$ cat src/rtl/if_fetch.sv
// if_fetch: instruction fetch stage of the RV32I core.
// Owns the PC and issues single-word fetches on a req/gnt/rvalid instruction bus
// with at most one request outstanding. Fetched words go to decode through
// a registered output. A one-entry skid buffer absorbs a response that arrives
// while decode is stalling. A jump from execute redirects the PC and squashes
// any in-flight fetch.
// Ports:
//   clk, rst        core clock, synchronous active-high reset
//   jump_i          redirect pulse from execute
//   jump_addr_i     redirect target (low two bits ignored)
//   hold_i          decode stall: output register frozen
//   ibus_req_o      fetch request valid
//   ibus_addr_o     fetch address
//   ibus_gnt_i      request accepted
//   ibus_rvalid_i   read data valid
//   ibus_rdata_i    read data
//   inst_o          instruction to decode (NOP when invalid)
//   inst_addr_o     address of inst_o
//   inst_valid_o    inst_o holds a live instruction
module if_fetch #(
  parameter int unsigned       ADDR_W   = 32,
  parameter int unsigned       DATA_W   = 32,
  parameter logic [ADDR_W-1:0] RESET_PC = 32'h0000_0000,
  parameter logic [DATA_W-1:0] NOP_INST = 32'h0000_0013
) (
  input  logic              clk,
  input  logic              rst,
  input  logic              jump_i,
  input  logic [ADDR_W-1:0] jump_addr_i,
  input  logic              hold_i,
  output logic              ibus_req_o,
  output logic [ADDR_W-1:0] ibus_addr_o,
  input  logic              ibus_gnt_i,
  input  logic              ibus_rvalid_i,
  input  logic [DATA_W-1:0] ibus_rdata_i,
  output logic [DATA_W-1:0] inst_o,
  output logic [ADDR_W-1:0] inst_addr_o,
  output logic              inst_valid_o
);

  typedef enum logic [1:0] {
    S_REQ  = 2'd0,
    S_WAIT = 2'd1,
    S_FULL = 2'd2
  } state_e;

  localparam logic [ADDR_W-1:0] PC_STEP = {{(ADDR_W-3){1'b0}}, 3'd4};

  state_e            state_r, state_s;
  logic [ADDR_W-1:0] pc_r, pc_s;
  logic [ADDR_W-1:0] req_addr_r, req_addr_s;
  logic              kill_r, kill_s;
  logic [DATA_W-1:0] skid_inst_r, skid_inst_s;
  logic [ADDR_W-1:0] skid_addr_r, skid_addr_s;
  logic [DATA_W-1:0] out_inst_s;
  logic [ADDR_W-1:0] out_addr_s;
  logic              out_valid_s;

  // Request is gated by reset so nothing is issued while the core is held in reset.
  assign ibus_req_o  = (state_r == S_REQ) & ~rst;
  assign ibus_addr_o = pc_r;

  // Next-state, PC, skid and output-register selection.
  always_comb begin
    state_s     = state_r;
    pc_s        = pc_r;
    req_addr_s  = req_addr_r;
    kill_s      = kill_r;
    skid_inst_s = skid_inst_r;
    skid_addr_s = skid_addr_r;
    out_inst_s  = inst_o;
    out_addr_s  = inst_addr_o;
    out_valid_s = inst_valid_o;
    if (jump_i) begin
      // Redirect wins over everything, including a decode stall.
      pc_s        = {jump_addr_i[ADDR_W-1:2], 2'b00};
      out_inst_s  = NOP_INST;
      out_valid_s = 1'b0;
      case (state_r)
        S_REQ: begin
          if (ibus_gnt_i) begin
            // The old-PC fetch is already on the bus; its response must be discarded.
            state_s    = S_WAIT;
            req_addr_s = pc_r;
            kill_s     = 1'b1;
          end else begin
            state_s = S_REQ;
          end
        end
        S_WAIT: begin
          if (ibus_rvalid_i) begin
            state_s = S_REQ;
            kill_s  = 1'b0;
          end else begin
            kill_s = 1'b1;
          end
        end
        S_FULL:  state_s = S_REQ;
        default: state_s = S_REQ;
      endcase
    end else begin
      // Without a stall the output register drains to a bubble unless reloaded below.
      if (!hold_i) begin
        out_inst_s  = NOP_INST;
        out_valid_s = 1'b0;
      end else begin
        out_valid_s = inst_valid_o;
      end
      case (state_r)
        S_REQ: begin
          if (ibus_gnt_i) begin
            state_s    = S_WAIT;
            req_addr_s = pc_r;
          end else begin
            state_s = S_REQ;
          end
        end
        S_WAIT: begin
          if (!ibus_rvalid_i) begin
            state_s = S_WAIT;
          end else if (kill_r) begin
            kill_s  = 1'b0;
            state_s = S_REQ;
          end else if (!hold_i) begin
            out_inst_s  = ibus_rdata_i;
            out_addr_s  = req_addr_r;
            out_valid_s = 1'b1;
            pc_s        = req_addr_r + PC_STEP;
            state_s     = S_REQ;
          end else begin
            skid_inst_s = ibus_rdata_i;
            skid_addr_s = req_addr_r;
            pc_s        = req_addr_r + PC_STEP;
            state_s     = S_FULL;
          end
        end
        S_FULL: begin
          // No new request until the skid entry has moved into the output register.
          if (!hold_i) begin
            out_inst_s  = skid_inst_r;
            out_addr_s  = skid_addr_r;
            out_valid_s = 1'b1;
            state_s     = S_REQ;
          end else begin
            state_s = S_FULL;
          end
        end
        default: state_s = S_REQ;
      endcase
    end
  end

  // State, PC, skid and output registers with synchronous reset.
  always_ff @(posedge clk) begin
    if (rst) begin
      state_r      <= S_REQ;
      pc_r         <= RESET_PC;
      req_addr_r   <= RESET_PC;
      kill_r       <= 1'b0;
      skid_inst_r  <= NOP_INST;
      skid_addr_r  <= {ADDR_W{1'b0}};
      inst_o       <= NOP_INST;
      inst_addr_o  <= {ADDR_W{1'b0}};
      inst_valid_o <= 1'b0;
    end else begin
      state_r      <= state_s;
      pc_r         <= pc_s;
      req_addr_r   <= req_addr_s;
      kill_r       <= kill_s;
      skid_inst_r  <= skid_inst_s;
      skid_addr_r  <= skid_addr_s;
      inst_o       <= out_inst_s;
      inst_addr_o  <= out_addr_s;
      inst_valid_o <= out_valid_s;
    end
  end

endmodule

$ cat config.mk
export PLATFORM = sky130hd
export DESIGN_NAME = if_fetch
export DESIGN_NICKNAME = d
export VERILOG_FILES = /design/src/rtl/if_fetch.sv
export SDC_FILE = /design/constraint.sdc
export NUM_CORES = 1
export LEC_CHECK = 0
export CAP_MARGIN = 5
export CORE_MARGIN = 2
export CORE_UTILIZATION = 50
export CTS_CLUSTER_SIZE = 10
export DETAILED_ROUTE_END_ITERATION = 6
export PLACE_DENSITY = 0.87
export SETUP_SLACK_MARGIN = 0.4
export SKIP_CTS_REPAIR_TIMING = 1
export SYNTH_ARGS = -nofsm -noshare
export SYNTH_HDL_FRONTEND = slang
export SYNTH_SLANG_ARGS = --single-unit
$ cat constraint.sdc
create_clock -name clk -period 4.1 [get_ports clk]
set_input_delay 1.025 -clock clk [delete_from_list [all_inputs] [get_ports clk]]
set_output_delay 1.025 -clock clk [all_outputs]
set_load 0.005 [all_outputs]
After elaboration in Yosys (flattened, before gate mapping)
Cells that the tools add are included.

Register bits: 196. Input port bits: 70. Output and inout port bits: 98. Logic and storage cells: 70.

$add $sub $neg: 1. Eq/ne operators: 9. Muxes and demuxes: 34. Bitwise gates (word level): 4. Reduce and logical (&&, ||, !) cells: 12.

Operator list (count): $mux 32 (13); $pmux 32 s2 (2); $add 32x3->32 const B (1); $mux 1 (10); $mux 2 (5); $ne 2x2->1 const B (5); $reduce_bool 2->1 (4); $ne 3x3->1 const B (2); $pmux 2 s3 (1); $reduce_and 3->1 (2); $reduce_and 6->1 (1); $reduce_and 5->1 (1); $pmux 1 s2 (2); $pmux 2 s2 (1); $reduce_and 4->1 (1); $not 1->1 (3); $eq 2x1->1 const B (1); $eq 2x2->1 const B (1); $logic_not 2->1 (1); $reduce_and 2->1 (1); $reduce_or 2->1 (1); $and 1x1->1 (1).

Depth between registers and ports, before layout
Gate-level depths: netlist of run 1.

Word-level depth: 5. Mapped depth: 10. Depth with buffers taken out: 7.

Least setup slack after synthesis of run 1
Ideal clock, no wire load.

Path kind: input to output. From: input rst. To: output ibus_req_o. Arrival time: 1602 ps. Data required time: 3075 ps. Slack: 1473 ps. Stages on the path: 3. Path buffers: 2. Cells stage by stage: clkbuf_1 clkbuf_1 nor2b_1.

Longest elaborated chain between the ends: 2.

Ends and longest elaborated chain: start, declared (line 27) `input logic rst,`; $not 1->1 (line 60) `assign ibus_req_o = (state_r == S_REQ) & ~rst;`; $and 1x1->1 (line 60); end, declared (line 31) `output logic ibus_req_o,`.

No other way between the ends.

Worst setup path after layout of run 1
Ends and elaborated chain as after synthesis.

==> results of run 1 <==
-- logic make-up (layout without fill, tap and decap cells) --
group	Yosys count	after routing	synth area share, %
AO/OA/AOI/OAI	311	311	20.9
flip-flops	196	196	46.2
adder cells (fa/ha/maj)	5	5	0.737
AND/OR/NAND/NOR	431	431	21.9
multiplexers	34	34	4.01
XOR/XNOR	13	13	1.34
buffers and inverters	106	225	4.88
other	0	1	0
-- synthesized netlist by cell type, types with 7 or more instances --
| cell type | n | area, sq um |
|---|---|---|
| nand2_1 | 241 | 905 |
| nor3_1 | 38 | 190 |
| nor2_1 | 86 | 323 |
| inv_1 | 8 | 30.0 |
| nand4_1 | 7 | 43.8 |
| and3_1 | 9 | 56.3 |
| xor2_1 | 8 | 70.1 |
| nand3_1 | 14 | 70.1 |
| o21ai_0 | 24 | 120 |
| buf_1 | 11 | 41.3 |
| clkbuf_1 | 79 | 297 |
| a211oi_1 | 34 | 255 |
| dfxtp_1 | 196 | 3920 |
| a21oi_1 | 211 | 1060 |
| mux2i_1 | 34 | 340 |
-- worst min-delay path, cell delays in order (launching register included) --
cell and delay, ps:
dfxtp_1 310, nand2_1 50, a21oi_1 50
-- power by group --
| part | total, mW | switching (mW) | internal (mW) |
|---|---|---|---|
| Sequential | 2.02 | 0.0565 | 1.96 |
| Combinational | 0.454 | 0.237 | 0.217 |
| Clock | 1.63 | 0.750 | 0.880 |
| Total | 4.10 | 1.04 | 3.06 |
-- state kept, by name, indices dropped and copies added, names as in the netlist --
signal and flops:
ibus_addr_o 32, inst_addr_o 32, inst_o 32, inst_valid_o 1
kill_r 1, req_addr_r 32, skid_addr_r 32, skid_inst_r 32
state_r 2
-- layout make-up --
class	instances	area share, %
Timing Repair Buffer	185	16.8
Clock inverter	13	1.14
Antenna cell	1	0.0232
Clock buffer	19	4.20
Sequential cell	196	36.4
Multi-Input combinational cell	794	38.7
Tap cell	220	2.55
Inverter	8	0.278
-- per-stage QoR --
step | instances | utilization, % | worst slack (ps) | hold WS (ps) | total power [mW]
2_1_floorplan | 1096 | - | 1470 | 436 | 2.28
3_3_place_gp | 1403 | 61.6 | 1030 | 441 | 2.50
3_5_place_dp | 1403 | 61.6 | 964 | 446 | 2.51
4_1_cts | 1435 | 65.1 | 1120 | 456 | 4.12
5_1_grt | 1436 | 65.1 | 1070 | 469 | 4.24
6_report | 1436 | 65.1 | 1110 | 453 | 4.10
-- layout by cell type, fill, tap and decap left out, types with 5 or more instances in the layout --
cell	instances
a211o_1	6
a211oi_1	34
a21oi_1	211
and3_1	8
and4_1	5
buf_4	20
clkbuf_16	17
clkdlybuf4s50_1	164
dfxtp_1	196
inv_1	8
mux2i_1	34
nand2_1	240
nand3_1	14
nand3b_1	6
nand4_1	7
nor2_1	86
nor3_1	38
nor4_1	5
o21ai_0	23
or4_1	5
xnor2_1	5
xor2_1	8
-- worst max path at each step --
stage	slack, ps	from	cells past startpoint	endpoint
global placement	1030	jump_i	7	skid_inst_r[26]
global route	1070	state_r[0]	4	ibus_req_o
detailed placement	960	jump_i	7	skid_addr_r[2]
floorplan	1470	rst	3	ibus_req_o
CTS	1120	rst	3	ibus_req_o
finish	1110	rst	3	ibus_req_o
-- metal layers --
layer | up-vias | share of wire [%]
li1 | 4017 | -
met4 | 0 | 2.6
met3 | 40 | 6.3
met2 | 325 | 48
met5 | - | 0
met1 | 3867 | 43
==> results.md, run 1 <==
- Mapped Nets: 1,171
- Number of CTS-inserted buffers: 17
- Chip width: between 100 and 150 um
- Setup TNS: 0 ps
- Final period util: roughly 73%
- Pin count of the biggest net entering global routing: 77
- Die height: between 100 and 150 um
- GRT Total Usage: 25.8%
- Pins over their slew limit: 0
- RR Startpoint: req_addr_r[2]
- Final setup viols: 0
- Worst hold start: skid_addr_r[21]
- CTS sink count: slightly below 200
- Worst slew pin tran: 1120 ps
- IO Port Bufs: around 170
- GR Util met3: 4.61%
- Detailed Place HPWL: around 15,000 um
- Unrepaired setup endpoints after global routing: no
- Worst path max stage delay: 530 ps
- Max FO, Critical Path: 23
- DP Area: 10,200 sq um
- Synth Register Bits: 196
- Initial drt markers: 781
- CP endpoint kind: output pin
- Avg WL per Cell: 16.5 um
- M1 GR Usage: 33.2%
- GP Congestion: 0.834
- Post-synth EDFFs: 0
- H-tree Lvls: 4
- M2 GR Usage: 44.2%
- Cell area after layout: 10,800 sq um
- R2r endpoint: ibus_addr_o[26]
- Max clock buf depth: 2
- Outcome: finished clean
- Critical path arrival: 1970 ps
- Yosys warns: 0
- Share of the yosys chip area belonging to registers: 46.2%
- Clock Skew: 8.33 ps
- Gate Count Post-Synth: 1,096
- CP max stage cell: clkdlybuf4s50_1
- Reg area: roughly 4000 sq um
- Clock root buffer: clkbuf_16
- Async set-reset flop share out of synthesis: 0%
- Max Cap Violations: 0
- Via count: 8,249
- Clock transition at path regs: around 70 ps
- Drc violations: 0
- DRT Pass-1 Iters: 5
- Pleak: 3.46 nW
- Initial Utilization: roughly half
- Synth Area per Inst: 7.74 sq um
- Std-Cell Rows: 47
- Overflow after GRT: 0
- Reg2Reg Depth: 6
- Bufs and invs on worst path: 2
- DRT antenna net count: 0
- First-pass GRT wire length: 37,900 um
- Relative slew margins: 24.4%
- Layout cells sized above 1: 5.35%
- Hold WC Path Type: flip-flop to flip-flop
- Top delay family on crit path: buffers and inverters
- Netlist Area Pre-Place: about 8500 sq um
- P&R area growth vs syn: 27.2%
- Die Footprint: 18,000 sq um
- Flop2flop setup slack: 1370 ps
- Crit Path Class: input port to output pin
- Endpoints failing hold: 0
- Ordered cell list for the critical path: buf_4, nor2b_1, clkdlybuf4s50_1
- Ports: between 150 and 200
- Drt total wl: between 20,000 and 25,000 um
- Vias in the first global route: 7,543
- Cell variety after synth: 49
- Worst skew pair latency: 430 ps
- Hold Path End: skid_addr_r[21]
- Initial antenna violation count: 1
- Area of the multi-input gates: 4170 sq um
- CTS tree: built
- Hold depth: 2
- Fmax: 0.334 GHz
- # fillers: 1,407
- Avg Vias per Cell: 5.74
- Gr busiest metal: met2
- Core ar.: around 17,000 sq um
- Pwr dens: ~380 nW/um^2
- Post-layout min period: between 2000 and 3000 ps
- Maximum VDD drop: 0.000297 V
- Nets: 1,277
- CP startpoint kind: input port
- WP data required: 3070 ps
- Top_reg_cell synth: dfxtp_1
(Power assumes the default switching activity.)
==> inputs of run 2 (changes only) <==
- clock period: 4.1 -> 2.9 ns (I/O delays scaled with it)
==> results.md, run 2 (synthesis results as in run 1) <==
- Outcome: finished clean
- Post-layout min period: around 2500 ps
- H-tree Lvls: 4 (unchanged)
- Clock power share: 40.9% (+1.2 points)
- Core ar.: 16,600 sq um (unchanged)
- Bufs and invs on worst path: 2 (unchanged)
- Pint: 4.50 mW (+47%)
- Die Footprint: 18,000 sq um (unchanged)
- Crit Path Class: flip-flop to output pin
- Max FO, Critical Path: 5 (-78%)
- Critical path arrival: 1810 ps (-160 ps)
- Pin count of the biggest net entering global routing: 164 (+110%)
- First-pass GRT wire length: 37,900 um (+0.11%)
- Nets: 1,289 (+0.94%)
- CTS tree: built
- Drc violations: 0 (unchanged)
- Top delay family on crit path: buffers and inverters
- Setup TNS: 0 ps (unchanged)
- Reg area: 3930 sq um (+0.19%)
- Chip width: 134 um (unchanged)
- Antenna Diode Count: 0 (-1)
- DRT antenna net count: 0 (unchanged)
- Max clock buf depth: 2 (unchanged)
- Number of CTS-inserted buffers: 17 (unchanged)
- Vias in the first global route: 7,614 (+0.94%)
- Hold WC Path Type: flip-flop to flip-flop
- Flop pwr share: 48.0% (-1.2 points)
- Pleak: 3.57 nW (+3.0%)
- Overflow after GRT: 0 (unchanged)
- CP max stage cell: clkdlybuf4s50_1
- Comb power frac: 11.1% (about the same)
- GP Congestion: 0.829 (-0.64%)
- Std-Cell Rows: 47 (unchanged)
- Detailed Place HPWL: 15,600 um (+2.2%)
- Drt total wl: 24,100 um (+1.9%)
- Initial drt markers: 755 (-3.3%)
- Post-Layout Cell Count: 1,447 (+0.77%)
- Initial antenna violation count: 0 (-1)
- Clock transition at path regs: 70 ps (about the same)
- # fillers: 1,400 (-0.50%)
- Switching share of power: 24.2% (-1.2 points)
- Final period util: 87.4%
- CP startpoint kind: flip-flop
- Endpoints failing hold: 0 (unchanged)
- Fmax: between 0.3 and 0.4 GHz
- Avg Vias per Cell: 5.83 (+1.4%)
- Most frequent cells in the layout: nand2_1, a21oi_1, dfxtp_1, clkdlybuf4s50_1, nor2_1
- Relative slew margins: 47.1% (+23 points)
- Ordered cell list for the critical path: inv_2, ha_2, nor2b_4, clkdlybuf4s50_1
- CTS sink count: 196 (unchanged)
- WP data required: 2170 ps (-900 ps)
- Pins over their slew limit: 0 (unchanged)
- Clock Skew: 7.98 ps (-0.349 ps)
- Maximum VDD drop: 0.000427 V (+44%)
- Worst skew pair latency: 430 ps (about the same)
- Clock root buffer: clkbuf_16
- Tot Pwr: 5.94 mW (+45%)
- Layout cells sized above 1: 6.93% (+1.6 points)
- Max Cap Violations: 0 (unchanged)
- GRT Total Usage: 26.0% (+0.17 points)
- DRT Pass-1 Iters: 5 (unchanged)
- CP endpoint kind: output pin
- IO Port Bufs: 165 (unchanged)
- Dpl cells: 1,415 (+0.86%)
- Final setup viols: 0 (unchanged)
- Die height: 134 um (unchanged)
- Avg WL per Cell: 16.7 um (+1.1%)
- Ports: 168 (unchanged)
- Unrepaired setup endpoints after global routing: yes
- Initial Utilization: 51.2% (unchanged)
- Worst slew pin tran: 794 ps (-329 ps)
- Pwr dens: 541 nW/um^2 (+42%)
- Area of the multi-input gates: 4200 sq um (+0.51%)
- Commonest non-fill, non-tap cell in the layout: nand2_1
- NetSw: 1.44 mW (+38%)
- P&R area growth vs syn: 29.5%
- Worst path max stage delay: 510 ps (-20 ps)
- Via count: 8,431 (+2.2%)
[run 2: path summary, 6_finish.rpt]
kind / slack (ps) / start / to / depth (start not counted)
worst min register to register: 450 / skid_inst_r[9] / skid_inst_r[9] / 2
worst max-delay path: 360 / state_r[0] / ibus_req_o / 4
worst min-delay path: 450 / skid_inst_r[9] / skid_inst_r[9] / 2
worst max register to register: 510 / req_addr_r[3] / ibus_addr_o[30] / 7
[run 2: per-stage QoR]
stage	hold slack, ps	worst slack (ps)	instance area [sq um]	util [%]
2_1_floorplan	436	430	8490	-
3_3_place_gp	441	417	10400	62.4
3_5_place_dp	446	348	10400	62.4
4_1_cts	455	173	11000	66.1
5_1_grt	471	333	11000	66.3
6_report	455	364	11000	66.3
[run 2: cell type report]
cell class / instances / share of cell area, %
clock buffers: 21 / 4.19
clock inverters: 11 / 1.34
inverters: 8 / 0.273
multi-input cells: 794 / 38.2
flip-flops and latches: 196 / 35.8
well taps: 220 / 2.50
repair buffers: 197 / 17.8
[run 2: power groups by stage]
| stage | combinational (mW) | sequential (mW) | clock, mW |
|---|---|---|---|
| CTS | 0.656 | 2.85 | 2.45 |
| detailed placement | 0.650 | 2.91 | 0 |
| global placement | 0.636 | 2.91 | 0 |
| floorplan | 0.328 | 2.89 | 0 |
| global route | 0.721 | 2.86 | 2.55 |
| finish | 0.663 | 2.85 | 2.43 |
[run 2: worst reg2reg max path: stages (launching register included)]
cell     delay (ps)
dfxtp_4         380
ha_2            210
nand3_2         110
or4_4           540
buf_4           200
or4_1           540
a31oi_1         180
o22ai_1          90
[run 2: per-layer routing]
| metal | global-route usage [%] | up-vias | wire length (um) |
|---|---|---|---|
| met3 | 4.69 | 72 | 1800 |
| met2 | 42.7 | 382 | 11400 |
| met1 | 33.6 | 3947 | 10100 |
| li1 | - | 4030 | - |
| met5 | 0 | - | 0 |
| met4 | 11.5 | 0 | 787 |
